$ cat config.mk
export PLATFORM = sky130hd
export DESIGN_NAME = foo_initiator
export DESIGN_NICKNAME = d
export VERILOG_FILES = /design/src/rtl/foo_pkg.sv /design/src/rtl/foo_key_mirror.sv /design/src/rtl/foo_initiator.sv
export SDC_FILE = /design/constraint.sdc
export NUM_CORES = 1
export LEC_CHECK = 0
export CORE_UTILIZATION = 60
export CTS_CLUSTER_DIAMETER = 100
export DETAILED_ROUTE_END_ITERATION = 10
export HOLD_SLACK_MARGIN = 0.02
export PLACE_DENSITY_LB_ADDON = 0.25
export SYNTH_ARGS = -nofsm -noshare
export SYNTH_HDL_FRONTEND = slang
export SYNTH_HIERARCHICAL = 1
export SYNTH_SLANG_ARGS = --single-unit
$ cat constraint.sdc
create_clock -name clk -period 6.2 [get_ports clk]
set_clock_uncertainty 0.05 [all_clocks]
set_input_delay 0.93 -clock clk [delete_from_list [all_inputs] [get_ports clk]]
set_output_delay 0.93 -clock clk [all_outputs]
set_load 0.01 [all_outputs]
$ cat src/rtl/foo_pkg.sv
// Shared definitions for the foo req/req_key/ack protocol (initiator, responder, bench).
package foo_pkg;

    localparam int unsigned KEY_W = 4;

    typedef logic [KEY_W-1:0] foo_key_t;

    // Value the responder's down-counter takes on reset.
    localparam foo_key_t RESP_RESET_KEY = 4'hF;

    typedef enum logic [1:0] {
        IDLE,
        SEARCH,
        LOCKED,
        DONE
    } foo_init_state_t;

endpackage

$ cat src/rtl/foo_key_mirror.sv
// Local copy of the responder's free-running 4-bit down-counter, with load.
module foo_key_mirror
    import foo_pkg::*;
(
    input  logic     clk,
    input  logic     rst,
    input  logic     load_i,
    input  logic     en_i,
    input  foo_key_t load_val_i,
    output foo_key_t key_nxt_o
);

    foo_key_t key_q;

    // The next value is exported so the initiator can register req_key in step with it.
    always_comb begin
        key_nxt_o = key_q;
        if (load_i) begin
            key_nxt_o = load_val_i;
        end else if (en_i) begin
            key_nxt_o = key_q - foo_key_t'(1);
        end
    end

    always_ff @(posedge clk) begin
        if (rst) begin
            key_q <= '0;
        end else begin
            key_q <= key_nxt_o;
        end
    end

endmodule

$ cat src/rtl/foo_initiator.sv
// Requester for the foo req/req_key/ack protocol: locks onto the responder's counter phase.
// Optional FOO_INIT_STATS_EN adds search_cycles and resync_count outputs.
module foo_initiator
    import foo_pkg::*;
#(
    parameter foo_key_t    PROBE_KEY      = 4'h0,
    parameter int unsigned SEARCH_TIMEOUT = 16,
    parameter int unsigned MAX_RETRY      = 2,
    parameter int unsigned REQ_GAP        = 0
) (
    input  logic       clk,
    input  logic       rst,
    input  logic       start,
    input  logic [7:0] num_req,
    input  logic       ack,
    output logic       req,
    output foo_key_t   req_key,
    output logic       busy,
    output logic       done,
    output logic       error,
    output logic [7:0] ack_count
`ifdef FOO_INIT_STATS_EN
   ,output logic [7:0] search_cycles,
    output logic [1:0] resync_count
`endif
);

    localparam int unsigned TW = $clog2(SEARCH_TIMEOUT + 1);
    localparam int unsigned RW = (MAX_RETRY > 0) ? $clog2(MAX_RETRY + 1) : 1;
    localparam int unsigned GW = (REQ_GAP > 0) ? $clog2(REQ_GAP + 1) : 1;

    foo_init_state_t state_q, state_d;
    logic [7:0]      num_q, num_d;
    logic [7:0]      cnt_q, cnt_d;
    logic [TW-1:0]   tmo_q, tmo_d;
    logic [RW-1:0]   retries_q, retries_d;
    logic [GW-1:0]   gap_q, gap_d;
    logic            error_q, error_d;
    logic            req_q, req_d;
    foo_key_t        key_q, key_d;
    logic            busy_q, busy_d;
    logic            done_q, done_d;

    logic            acked;
    logic            retry_take;
    logic            mir_load;
    logic            mir_en;
    foo_key_t        mir_nxt;

    foo_key_mirror u_mirror (
        .clk        (clk),
        .rst        (rst),
        .load_i     (mir_load),
        .en_i       (mir_en),
        .load_val_i (PROBE_KEY - foo_key_t'(1)),
        .key_nxt_o  (mir_nxt)
    );

    // ack only counts against a request we actually drove this cycle.
    assign acked = req_q && ack;

    always_comb begin
        state_d    = state_q;
        num_d      = num_q;
        cnt_d      = cnt_q;
        tmo_d      = tmo_q;
        retries_d  = retries_q;
        gap_d      = gap_q;
        error_d    = error_q;
        retry_take = 1'b0;
        mir_load   = 1'b0;
        mir_en     = 1'b0;

        case (state_q)
            IDLE: begin
                if (start) begin
                    num_d     = num_req;
                    cnt_d     = '0;
                    retries_d = '0;
                    error_d   = 1'b0;
                    tmo_d     = '0;
                    state_d   = (num_req == '0) ? DONE : SEARCH;
                end
            end
            SEARCH: begin
                tmo_d = tmo_q + TW'(1);
                if (acked) begin
                    mir_load = 1'b1;
                    cnt_d    = (cnt_q < num_q) ? cnt_q + 8'd1 : cnt_q;
                    gap_d    = GW'(REQ_GAP);
                    state_d  = (cnt_q + 8'd1 == num_q) ? DONE : LOCKED;
                end else if (tmo_q == TW'(SEARCH_TIMEOUT - 1)) begin
                    retry_take = 1'b1;
                end
            end
            LOCKED: begin
                mir_en = 1'b1;
                if (gap_q != '0) begin
                    gap_d = gap_q - GW'(1);
                end else if (acked) begin
                    cnt_d   = (cnt_q < num_q) ? cnt_q + 8'd1 : cnt_q;
                    gap_d   = GW'(REQ_GAP);
                    state_d = (cnt_q + 8'd1 == num_q) ? DONE : LOCKED;
                end else if (req_q) begin
                    retry_take = 1'b1;
                end
            end
            DONE: begin
                state_d = IDLE;
            end
            default: state_d = IDLE;
        endcase

        if (retry_take) begin
            if (retries_q == RW'(MAX_RETRY)) begin
                error_d = 1'b1;
                state_d = DONE;
            end else begin
                retries_d = retries_q + RW'(1);
                tmo_d     = '0;
                state_d   = SEARCH;
            end
        end

        // Outputs are registered: derive next-cycle values from the next state.
        req_d  = (state_d == SEARCH) || ((state_d == LOCKED) && (gap_d == '0));
        key_d  = (state_d == SEARCH) ? PROBE_KEY :
                 (state_d == LOCKED) ? mir_nxt   : '0;
        busy_d = (state_d == SEARCH) || (state_d == LOCKED);
        done_d = (state_d == DONE);
    end

    always_ff @(posedge clk) begin
        if (rst) begin
            state_q   <= IDLE;
            num_q     <= '0;
            cnt_q     <= '0;
            tmo_q     <= '0;
            retries_q <= '0;
            gap_q     <= '0;
            error_q   <= 1'b0;
            req_q     <= 1'b0;
            key_q     <= '0;
            busy_q    <= 1'b0;
            done_q    <= 1'b0;
        end else begin
            state_q   <= state_d;
            num_q     <= num_d;
            cnt_q     <= cnt_d;
            tmo_q     <= tmo_d;
            retries_q <= retries_d;
            gap_q     <= gap_d;
            error_q   <= error_d;
            req_q     <= req_d;
            key_q     <= key_d;
            busy_q    <= busy_d;
            done_q    <= done_d;
        end
    end

    assign req       = req_q;
    assign req_key   = key_q;
    assign busy      = busy_q;
    assign done      = done_q;
    assign error     = error_q;
    assign ack_count = cnt_q;

`ifdef FOO_INIT_STATS_EN
    logic [7:0] search_q, search_d;

    always_comb begin
        search_d = search_q;
        if ((state_q == IDLE) && start) begin
            search_d = '0;
        end else if ((state_q == SEARCH) && (search_q != 8'hFF)) begin
            search_d = search_q + 8'd1;
        end
    end

    always_ff @(posedge clk) begin
        if (rst) begin
            search_q <= '0;
        end else begin
            search_q <= search_d;
        end
    end

    assign search_cycles = search_q;
    assign resync_count  = 2'(retries_q);
`endif

endmodule

==> impl_metrics.env <==
export IMPL_layout_common_cells="dfxtp_1 (38), nand2_1 (30), clkdlybuf4s50_1 (27)"
export IMPL_hold_viol=0
export IMPL_post_cts_setup_buffers=0
export IMPL_grt_pass1_wl_um=8620
export IMPL_ir_worst_vdd_v=0.000208
export IMPL_synth_edf_count=0
export IMPL_clock_sinks=38
export IMPL_synth_seq_area_share_pct=33.6
export IMPL_vias_per_cell=5.98
export IMPL_grt_pass1_vias=1868
export IMPL_rrSetupSlack_ps=3330
export IMPL_crit_path_end_kind="flop"
export IMPL_max_cap_viol_count=0
export IMPL_antenna_found_initial=0
export IMPL_worstSetupPathType="primary input to flop"
export IMPL_first_iter_violations=250
export IMPL_post_route_min_period_ps=3030
export IMPL_dpl_worst_slack_ps=2890
export IMPL_num_rows=21
export IMPL_layout_nets=335
export IMPL_routed_top_layer="met4"
export IMPL_nFillCells=260
export IMPL_synth_area_leader_cell="dfxtp_1"
export IMPL_final_max_slew_viol_count=0
export IMPL_worstPathArrival_ps=3160
export IMPL_synth_area_leaders="dfxtp_1 (34%), ha_1 (10%), a21oi_1 (5.3%)"
export IMPL_power_density_nw_per_um2=268
export IMPL_fmax_mhz=330
export IMPL_cts_resized=0
export IMPL_p_leak_nw=1.02
export IMPL_drt_met1_wl_um=2420
export IMPL_cp_start_kind="primary input"
export IMPL_fin_cells=351
export IMPL_min_path_type="flop to flop"
export IMPL_routedWlPerCell_um=14.7
export IMPL_layout_commonest_cell="dfxtp_1"
export IMPL_drc_errors=0
export IMPL_die_area_um2=4030
export IMPL_met2WireLength_um=2290
export IMPL_die_h_um=63.5
export IMPL_cts_tree="done"
export IMPL_diodes=0
export IMPL_grt_max_degree=31
export IMPL_drive_gt1_share_pct=5.25
export IMPL_finalWeightedCongestion=0.900
export IMPL_syn_instance_count=276
export IMPL_initial_utilization_pct=65.4
export IMPL_yosys_register_bits=38
export IMPL_synth_cell_types=51
export IMPL_finalSetupViolCount=0
export IMPL_min_period_over_period_pct=48.8
export IMPL_tightest_slew_ps=763
export IMPL_avgSynthCellArea_um2=8.21
export IMPL_dr_wl_met3_um=392
export IMPL_clockBufferDepth=2
export IMPL_clk_pin_slew_ps=70
export IMPL_grt_overflow_total=0
export IMPL_finalSetupTns_ps=0
export IMPL_layout_area_seq_um2=761
export IMPL_power_uw=713
export IMPL_ios=28
export IMPL_first_pass_iters=7
export IMPL_dpl_cell_count=343
export IMPL_dp_hpwl_um=3780
export IMPL_cts_made_buffers=5
export IMPL_syn_to_final_growth_pct=17.5
export IMPL_rsz0062_at_grt="no"
export IMPL_antenna_left=0
export IMPL_synthArstFlopShare_pct=0
export IMPL_synth_yosys_warnings=6
export IMPL_h_tree_depth=2
export IMPL_multiInputGateArea_um2=1390
export IMPL_netlist_area_um2=2270
export IMPL_fin_ws_ps=3170
export IMPL_root_buffer="clkbuf_8"
export IMPL_hold_buffers=0
export IMPL_cp_max_fo=9
export IMPL_core_area_um2=3470
export IMPL_netlist_area_leader_share_pct=33.6
export IMPL_ys_flop_type="dfxtp_1"
export IMPL_outcome="complete, no violations"
export IMPL_die_w_um=63.5
export IMPL_slew_headroom_pct=49.2
export IMPL_portBuffers=27
export IMPL_grtUsageTotal_pct=27.3
export IMPL_routed_wl_um=5140
export IMPL_cp_required_ps=6340
export IMPL_vias=2100
export IMPL_clk_latency_ps=290
registers in the layout, summed over array words and instances, names as in the netlist, 2 cells and up:
signal,flops
ack_count,8
num_q,8
tmo_q,5
req_key,4
u_mirror/key_q,4
retries_q,2
state_q,2
worst paths after layout:
check / cells after the start / to / from
worst min register to register: 2 / num_q[5] / num_q[5]
worst max-delay path: 9 / req_key[3] / ack
worst max register to register: 10 / req_key[3] / state_q[0]
worst min-delay path: 2 / num_q[5] / num_q[5]
cell families (layout without fill, tap and decap cells):
kind of cell               Yosys count  count (layout)  synth area share [%]
AOI/OAI and AO/OA                   74              74                  22.0
xor gates and xnor gates            13              13                  5.02
adders and majority gates           19              19                  10.5
buffers and inverters               33              59                  5.63
DFF                                 38              38                  33.6
muxes                                3               3                  1.60
other                                1               4                 0.165
and+or+nand+nor                     95              95                  21.6
per-stage QoR:
stage	instance area [um^2]	utilization, %	hold WS [ps]
6_report	2660	76.8	445
5_1_grt	2660	76.8	477
4_1_cts	2660	76.8	447
3_5_place_dp	2570	74.2	437
3_3_place_gp	2570	74.2	413
2_1_floorplan	2280	-	390
metal layers:
layer  vias up  track usage, %
li1       1030               -
met1       964            38.2
met2        97            42.4
met3         9            6.16
met4         0            6.25
met5         -               0
cells in the mapped netlist, drive strengths merged, types with 4 or more instances:
| cell type | count |
|---|---|
| ha | 19 |
| nand3 | 8 |
| nand2 | 30 |
| a21oi | 24 |
| and2 | 9 |
| o21ai | 9 |
| nor2b | 6 |
| and3 | 4 |
| clkbuf | 7 |
| xnor2 | 8 |
| xor2 | 5 |
| o41ai | 4 |
| o31ai | 5 |
| nor4 | 4 |
| inv | 22 |
| a211oi | 6 |
| dfxtp | 38 |
| nor2 | 19 |
critical path: stages:
cell and delay [ps]:
clkdlybuf4s50_1 470, and2_1 210, a211oi_2 460, o21ai_0 230, o21ai_0 190, inv_1 120
ha_1 210, nor3b_1 170, and2_1 180
area by class of cell:
class	count	share of cell area [%]
repair buffers	28	10.4
multi-input cells	208	52.2
well taps	46	2.16
inverters	23	3.24
clock buffers	7	3.24
flip-flops and latches	38	28.6
clock inverters	1	0.188
where the power goes:
| group | internal [mW] | switching [mW] |
|---|---|---|
| clock | 0.0897 | 0.0842 |
| sequential | 0.267 | 0.0236 |
| combinational | 0.104 | 0.144 |
Power figures use the tool's default switching activity.
